## config.mk

```make
export PLATFORM = sky130hd
export DESIGN_NAME = div_unit
export DESIGN_NICKNAME = d
export VERILOG_FILES = /design/src/rtl/div_unit.sv
export SDC_FILE = /design/constraint.sdc
export NUM_CORES = 1
export LEC_CHECK = 0
export ABC_CLOCK_PERIOD_IN_PS = 3900
export CAP_MARGIN = 20
export CORE_UTILIZATION = 45
export CTS_CLUSTER_SIZE = 20
export DETAILED_ROUTE_END_ITERATION = 16
export HOLD_SLACK_MARGIN = 0.08
export PLACE_DENSITY = 0.65
export SYNTH_ARGS = -nofsm -noshare
export SYNTH_HDL_FRONTEND = slang
export SYNTH_SLANG_ARGS = --single-unit
```

## constraint.sdc

```tcl
create_clock -name i_clk -period 3.9 [get_ports i_clk]
set_input_delay 0.78 -clock i_clk [delete_from_list [all_inputs] [get_ports i_clk]]
set_output_delay 0.78 -clock i_clk [all_outputs]
set_load 0.01 [all_outputs]
```

## src/rtl/div_unit.sv

```systemverilog
`default_nettype none
// ============================================================================
// Module   : div_unit
// Purpose  : Iterative RV32M divider (DIV/DIVU/REM/REMU), restoring algorithm,
//            one quotient bit per cycle. Drives the register-file write port.
// Revision : 1.0  initial release
// ============================================================================
module div_unit #(
  parameter int WIDTH     = 32,
  parameter int EARLY_OUT = 1
) (
  input  logic             i_clk,
  input  logic             i_rst_n,
  input  logic             i_start,
  input  logic [2:0]       i_funct3,
  input  logic [WIDTH-1:0] i_rs1,
  input  logic [WIDTH-1:0] i_rs2,
  input  logic [4:0]       i_rd,
  input  logic             i_flush,
  output logic             o_busy,
  output logic             o_done,
  output logic             o_load,
  output logic [4:0]       o_rd,
  output logic [WIDTH-1:0] o_result
);

  localparam int               CNT_W    = (WIDTH > 1) ? $clog2(WIDTH) : 1;
  localparam logic [WIDTH-1:0] MOST_NEG = {1'b1, {(WIDTH-1){1'b0}}};

  typedef enum logic [1:0] {
    S_IDLE = 2'd0,
    S_CALC = 2'd1,
    S_FIX  = 2'd2,
    S_DONE = 2'd3
  } state_t;

  state_t           state_q, state_d;
  logic [WIDTH-1:0] rem_q, rem_d;
  logic [WIDTH-1:0] quo_q, quo_d;
  logic [WIDTH-1:0] dvs_q, dvs_d;
  logic [WIDTH-1:0] result_q, result_d;
  logic [CNT_W-1:0] cnt_q, cnt_d;
  logic [4:0]       rd_q, rd_d;
  logic             neg_quo_q, neg_quo_d;
  logic             neg_rem_q, neg_rem_d;
  logic             is_rem_q, is_rem_d;

  // Operand decode of the incoming instruction (used only on the start edge)
  logic             op_signed, op_rem;
  logic             rs1_neg, rs2_neg;
  logic             div_zero, sgn_ovf, take_early;
  logic [WIDTH-1:0] rs1_mag, rs2_mag, early_val;

  // One restoring step and the final sign fix-up
  logic [WIDTH:0]   rem_sh, trial;
  logic [WIDTH-1:0] quo_fix, rem_fix;

  // Decode the request and precompute special-case results
  always_comb begin
    op_signed  = (i_funct3 == 3'b100) || (i_funct3 == 3'b110);
    op_rem     = i_funct3[2] & i_funct3[1];
    rs1_neg    = op_signed & i_rs1[WIDTH-1];
    rs2_neg    = op_signed & i_rs2[WIDTH-1];
    rs1_mag    = rs1_neg ? -i_rs1 : i_rs1;
    rs2_mag    = rs2_neg ? -i_rs2 : i_rs2;
    div_zero   = (i_rs2 == '0);
    sgn_ovf    = op_signed && (i_rs1 == MOST_NEG) && (i_rs2 == '1);
    take_early = (EARLY_OUT != 0) && (div_zero || sgn_ovf);
    if (div_zero) begin
      early_val = op_rem ? i_rs1 : '1;
    end else begin
      early_val = op_rem ? '0 : i_rs1;
    end
  end

  // Restoring iteration datapath and sign correction
  always_comb begin
    rem_sh  = {rem_q, quo_q[WIDTH-1]};
    trial   = rem_sh - {1'b0, dvs_q};
    quo_fix = neg_quo_q ? -quo_q : quo_q;
    rem_fix = neg_rem_q ? -rem_q : rem_q;
  end

  // Next-state logic; flush overrides every transition including a start
  always_comb begin
    state_d   = state_q;
    rem_d     = rem_q;
    quo_d     = quo_q;
    dvs_d     = dvs_q;
    result_d  = result_q;
    cnt_d     = cnt_q;
    rd_d      = rd_q;
    neg_quo_d = neg_quo_q;
    neg_rem_d = neg_rem_q;
    is_rem_d  = is_rem_q;
    if (i_flush) begin
      state_d = S_IDLE;
    end else begin
      case (state_q)
        S_IDLE: begin
          if (i_start) begin
            rd_d     = i_rd;
            is_rem_d = op_rem;
            // A zero divisor must leave the all-ones quotient unsigned-looking
            neg_quo_d = (rs1_neg ^ rs2_neg) & ~div_zero;
            neg_rem_d = rs1_neg;
            rem_d     = '0;
            quo_d     = rs1_mag;
            dvs_d     = rs2_mag;
            cnt_d     = CNT_W'(WIDTH - 1);
            if (take_early) begin
              result_d = early_val;
              state_d  = S_DONE;
            end else begin
              state_d  = S_CALC;
            end
          end
        end
        S_CALC: begin
          if (!trial[WIDTH]) begin
            rem_d = trial[WIDTH-1:0];
          end else begin
            rem_d = rem_sh[WIDTH-1:0];
          end
          quo_d = {quo_q[WIDTH-2:0], ~trial[WIDTH]};
          cnt_d = cnt_q - CNT_W'(1);
          if (cnt_q == '0) begin
            state_d = S_FIX;
          end
        end
        S_FIX: begin
          result_d = is_rem_q ? rem_fix : quo_fix;
          state_d  = S_DONE;
        end
        default: begin
          state_d = S_IDLE;
        end
      endcase
    end
  end

  // State and datapath registers
  always_ff @(posedge i_clk or negedge i_rst_n) begin
    if (!i_rst_n) begin
      state_q   <= S_IDLE;
      rem_q     <= '0;
      quo_q     <= '0;
      dvs_q     <= '0;
      result_q  <= '0;
      cnt_q     <= '0;
      rd_q      <= '0;
      neg_quo_q <= 1'b0;
      neg_rem_q <= 1'b0;
      is_rem_q  <= 1'b0;
    end else begin
      state_q   <= state_d;
      rem_q     <= rem_d;
      quo_q     <= quo_d;
      dvs_q     <= dvs_d;
      result_q  <= result_d;
      cnt_q     <= cnt_d;
      rd_q      <= rd_d;
      neg_quo_q <= neg_quo_d;
      neg_rem_q <= neg_rem_d;
      is_rem_q  <= is_rem_d;
    end
  end

  // Outputs decode directly from registered state
  always_comb begin
    o_busy   = (state_q != S_IDLE);
    o_done   = (state_q == S_DONE);
    o_load   = (state_q == S_DONE);
    o_rd     = rd_q;
    o_result = result_q;
  end

endmodule
`default_nettype wire

```

* After elaboration in Yosys (flattened, before gate mapping) *
Index checks and enable logic that the tools add are counted.

word-level totals
  register bits = 143
  latch bits = 0
  RAM bits = 0
  ROM bits = 0
  output and inout bits = 40
  word-level logic and storage cells = 72
  memories = 0

cells by class
  $add $sub $neg = 6
  $mul = 0
  divide/modulo/power cells = 0
  order comparisons = 0
  equal/unequal tests = 11
  shift operators = 0
  mux-type cells = 23
  bitwise operators = 8
  reductions and logical operators = 14

operator list
  operator              count
  $mux 32               13
  $pmux 32 s2           3
  $neg 32->32           4
  $eq 32x32->1 const B  2
  $sub 33x32->33        1
  $logic_not 32->1      1
  $pmux 5 s2            1
  $mux 2                4
  $eq 3x3->1 const B    2
  $ne 3x3->1 const B    2
  $pmux 2 s3            1
  $reduce_and 3->1      2
  $reduce_bool 2->1     3
  $logic_not 5->1       1
  $mux 5                1
  $sub 5x1->5 const B   1
  $and 1x1->1           4
  $eq 2x2->1 const B    2
  $ne 2x2->1 const B    2
  $reduce_and 4->1      1
  $not 1->1             3
  $eq 2x1->1 const B    1
  $logic_and 1x1->1     2
  $logic_not 2->1       1
  other kinds (3)       4

* Logic depth before layout (Yosys ltp) *
  depth in word-level cells = 9
  mapped depth = 13
  depth with buffers taken out = 11

* Worst setup path before layout *
Ideal clock, no wire load.

  path type = input port to flip-flop
  start = input i_rs1[10]
  end = register result_q[15], in the netlist o_result[15]
  arrival = 3.092 ns
  required time = 3.767 ns
  slack = 0.675 ns
  cell stages on the path = 10
  cell sequence = or4_4 > or3_4 > or4b_1 > and4b_1 > a31oi_1 > o32a_1 > buf_6 > clkbuf_1 > nand2_1 > o21ai_0

between the ends
  word-level cells in the longest chain between the ends = 6

ends and longest elaborated chain
  item                            RTL line  text
  start, declared                 16        input logic [WIDTH-1:0] i_rs1,
  $eq 32x32->1                    67        sgn_ovf = op_signed && (i_rs1 == MOST_NEG) && (i_rs2 == '1);
  $logic_and 1x1->1 (2 in a row)  67
  $logic_or 1x1->1                68        take_early = (EARLY_OUT != 0) && (div_zero || sgn_ovf);
  $ne 2x2->1 (no line)            -
  $reduce_and 4->1 (no line)      -
  end signal, assigned            160       result_q <= result_d;
  end, declared                   41        logic [WIDTH-1:0] result_q, result_d;

Every way passes these cells.
A chain may end at the register's enable or synchronous reset.

* Worst setup path in the final report *
  start = input i_rs1[10]
  end = register result_q[11], in the netlist o_result[11]

Same word-level chain as after synthesis.

==> results.ini <==
[grt]
antenna_found_initial = 1
grt_util_all_layers_pct = 28.8
grt_pass1_vias = 10500
grt_remaining_overflow = 0
grt_pass1_wl_um = 58900
grt_max_degree = 80

[power_and_ir_drop]
leakage_nw = 5.90
powerDensity_mw_per_mm2 = 772
peakVddDrop_uv = 327

[finish]
multi_input_area_mm2 = 0.00735
fillerInstances = 2341
antennaDiodeCount = 0
final_common_cell = nand2_1
seqCellArea_mm2 = 0.00358
final_cell_mix = 201 x nand2_1, 167 x o21ai_0, 143 x dfrtp_1, 124 x a21oi_1, 114 x clkdlybuf4s50_1
drive_above_1_share_pct = 8.26
nets = 1706
fin_area_mm2 = 0.0139
area_growth_pct = 20.4
final_util_pct = 55.2

[placed_design]
dp_hpwl_um = 29000
place_area_mm2 = 0.0133
gp_congestion = 0.966
place_ws_ns = -0.0942
portBuffers = 115

[floorplan]
num_rows = 58
core_region_area_mm2 = 0.0252
ios = 116
start_util_pct = 45.8
die_h_um = 162
die-area_mm2 = 0.0263
fp.dieW_um = 162

[routing]
drtPass1Iterations = 8
drt-initial-drc-count = 1110
vias_per_cell = 6.00
wl_um = 37600
route.detailed.drc = 0
wl_per_cell_um = 19.5
detail-route-antenna-nets = 0
dr_total_vias = 11600

[clock_network]
cts_tree = built
insertion_delay_ns = 0.44
cts_setup_buffers = 0
post_cts_resized = 0
cts_made_buffers = 17
clock-sinks = 143
postCtsHoldBufs = 0
cts-htree-levels = 4
clkTransAtPathRegs_ns = 0.07
root_buffer = clkbuf_16
clock_path_buffers = 2

[outcome]
status = finished, final reports clean

[worst_setup_path]
worstSetupPathType = in -> reg
cp-start-kind = primary input
cp-startpoint = i_rs1[10]
cp_max_fo = 15
reg2reg_from = rem_q[0]$_DFFE_PN0P_
cp-end-kind = flip-flop
arrival_ns = 4.00
cp_data_required_time_ns = 4.28

[synth]
synth-seq-cells = 143
synthCells = 1473
avgSynthCellArea_um2 = 7.83
async_flop_share_pct = 100
synth_edf_count = 0
synth_nets = 1593
synth_ff_type = dfrtp_1
ys_seq_area_share_pct = 31.0
yosysUniqueCellTypes = 73
synth_area_mm2 = 0.0115
ys_warn_count = 0

[min_path]
hold_class = in -> async

[timing]
period_share_pct = 92.6
setup_tns_ns = 0
fin_worst_skew_ns = 0.0124
rsz0062_at_grt = no
max_freq_ghz = 0.277
maxSlewViolCount = 0
relSlewSlack_pct = 38.7
holdWs_ns = 0.316
finalCriticalPeriod_ns = 3.61
max_slew.worst_pin.slew_ns = 0.920
hold_viol_final = 0
fin_ws_ns = 0.288
setup_violations = 0

[flow_run]
cap_violations = 0

## sequential cells by signal, indices dropped and copies added, names as in the netlist
signal,count
neg_rem_q,1
neg_quo_q,1
state_q,2
cnt_q,5
dvs_q,32
o_rd,5
o_result,32
is_rem_q,1
quo_q,32
rem_q,32
## critical path, stage by stage
cell	delay (ns)
clkdlybuf4s50_1	0.42
or4_4	0.55
or3_4	0.35
or4b_1	0.62
and4b_1	0.33
a31oi_1	0.05
o32a_2	0.35
buf_4	0.23
a221oi_2	0.20
a21o_1	0.11
## metal layers
| layer | track usage (%) | share of wire [%] |
|---|---|---|
| met5 | 0 | 0.027 |
| met4 | 7.20 | 1.7 |
| met3 | 5.77 | 8.3 |
| met2 | 42.4 | 43 |
| met1 | 42.8 | 47 |
## cell type report
| class | count | area share, % |
|---|---|---|
| Clock buffer | 17 | 3.06 |
| Multi-Input combinational cell | 1173 | 52.9 |
| Tap cell | 330 | 2.97 |
| Inverter | 64 | 1.73 |
| Timing Repair Buffer | 187 | 12.5 |
| Clock inverter | 14 | 0.991 |
| Sequential cell | 143 | 25.8 |
## metrics by stage
step | instances | power [mW]
floorplan | 1473 | 6.92
global placement | 1897 | 8.91
detailed placement | 1897 | 9.00
CTS | 1928 | 10.6
global route | 1928 | 11.5
finish | 1928 | 10.7
## kinds of logic after synthesis
kind of cell,count (synthesis),synth area share (%)
AOI/OAI and AO/OA,497,26.9
xor gates and xnor gates,144,10.9
adders and majority gates,45,4.92
buffers and inverters,157,5.32
DFF,143,31.0
muxes,15,1.41
and+or+nand+nor,472,19.5
## final timing paths
| kind | endpoint | slack (ns) | cells after the start |
|---|---|---|---|
| min reg2reg | dvs_q[10]$_DFFE_PN0P_ | 0.48 | 2 |
| min | rem_q[25]$_DFFE_PN0P_ | 0.32 | 1 |
| max in group asynchronous | quo_q[0]$_DFFE_PN0P_ | 2.70 | 2 |
| min in group i_clk | dvs_q[10]$_DFFE_PN0P_ | 0.48 | 2 |
| max | o_result[11]$_DFFE_PN0P_ | 0.29 | 10 |
| max reg2reg | rem_q[2]$_DFFE_PN0P_ | 0.40 | 11 |
## cell usage after synthesis, types with 29 or more instances
cell / number / area, um^2
a21o_1: 29 / 218
a21oi_1: 124 / 621
clkbuf_1: 79 / 297
dfrtp_1: 143 / 3580
ha_1: 43 / 538
inv_1: 63 / 236
nand2_1: 201 / 754
nor2_1: 91 / 342
nor3_1: 35 / 175
o211ai_1: 30 / 225
o21ai_0: 167 / 836
o31ai_1: 39 / 293
xnor2_1: 81 / 709
xor2_1: 63 / 552
## power by group
| group | internal, mW | switching, mW |
|---|---|---|
| registers | 2.10 | 0.772 |
| clock network | 0.885 | 0.711 |
| logic | 2.55 | 3.71 |
| total | 5.53 | 5.20 |
(Power assumes the default switching activity.)
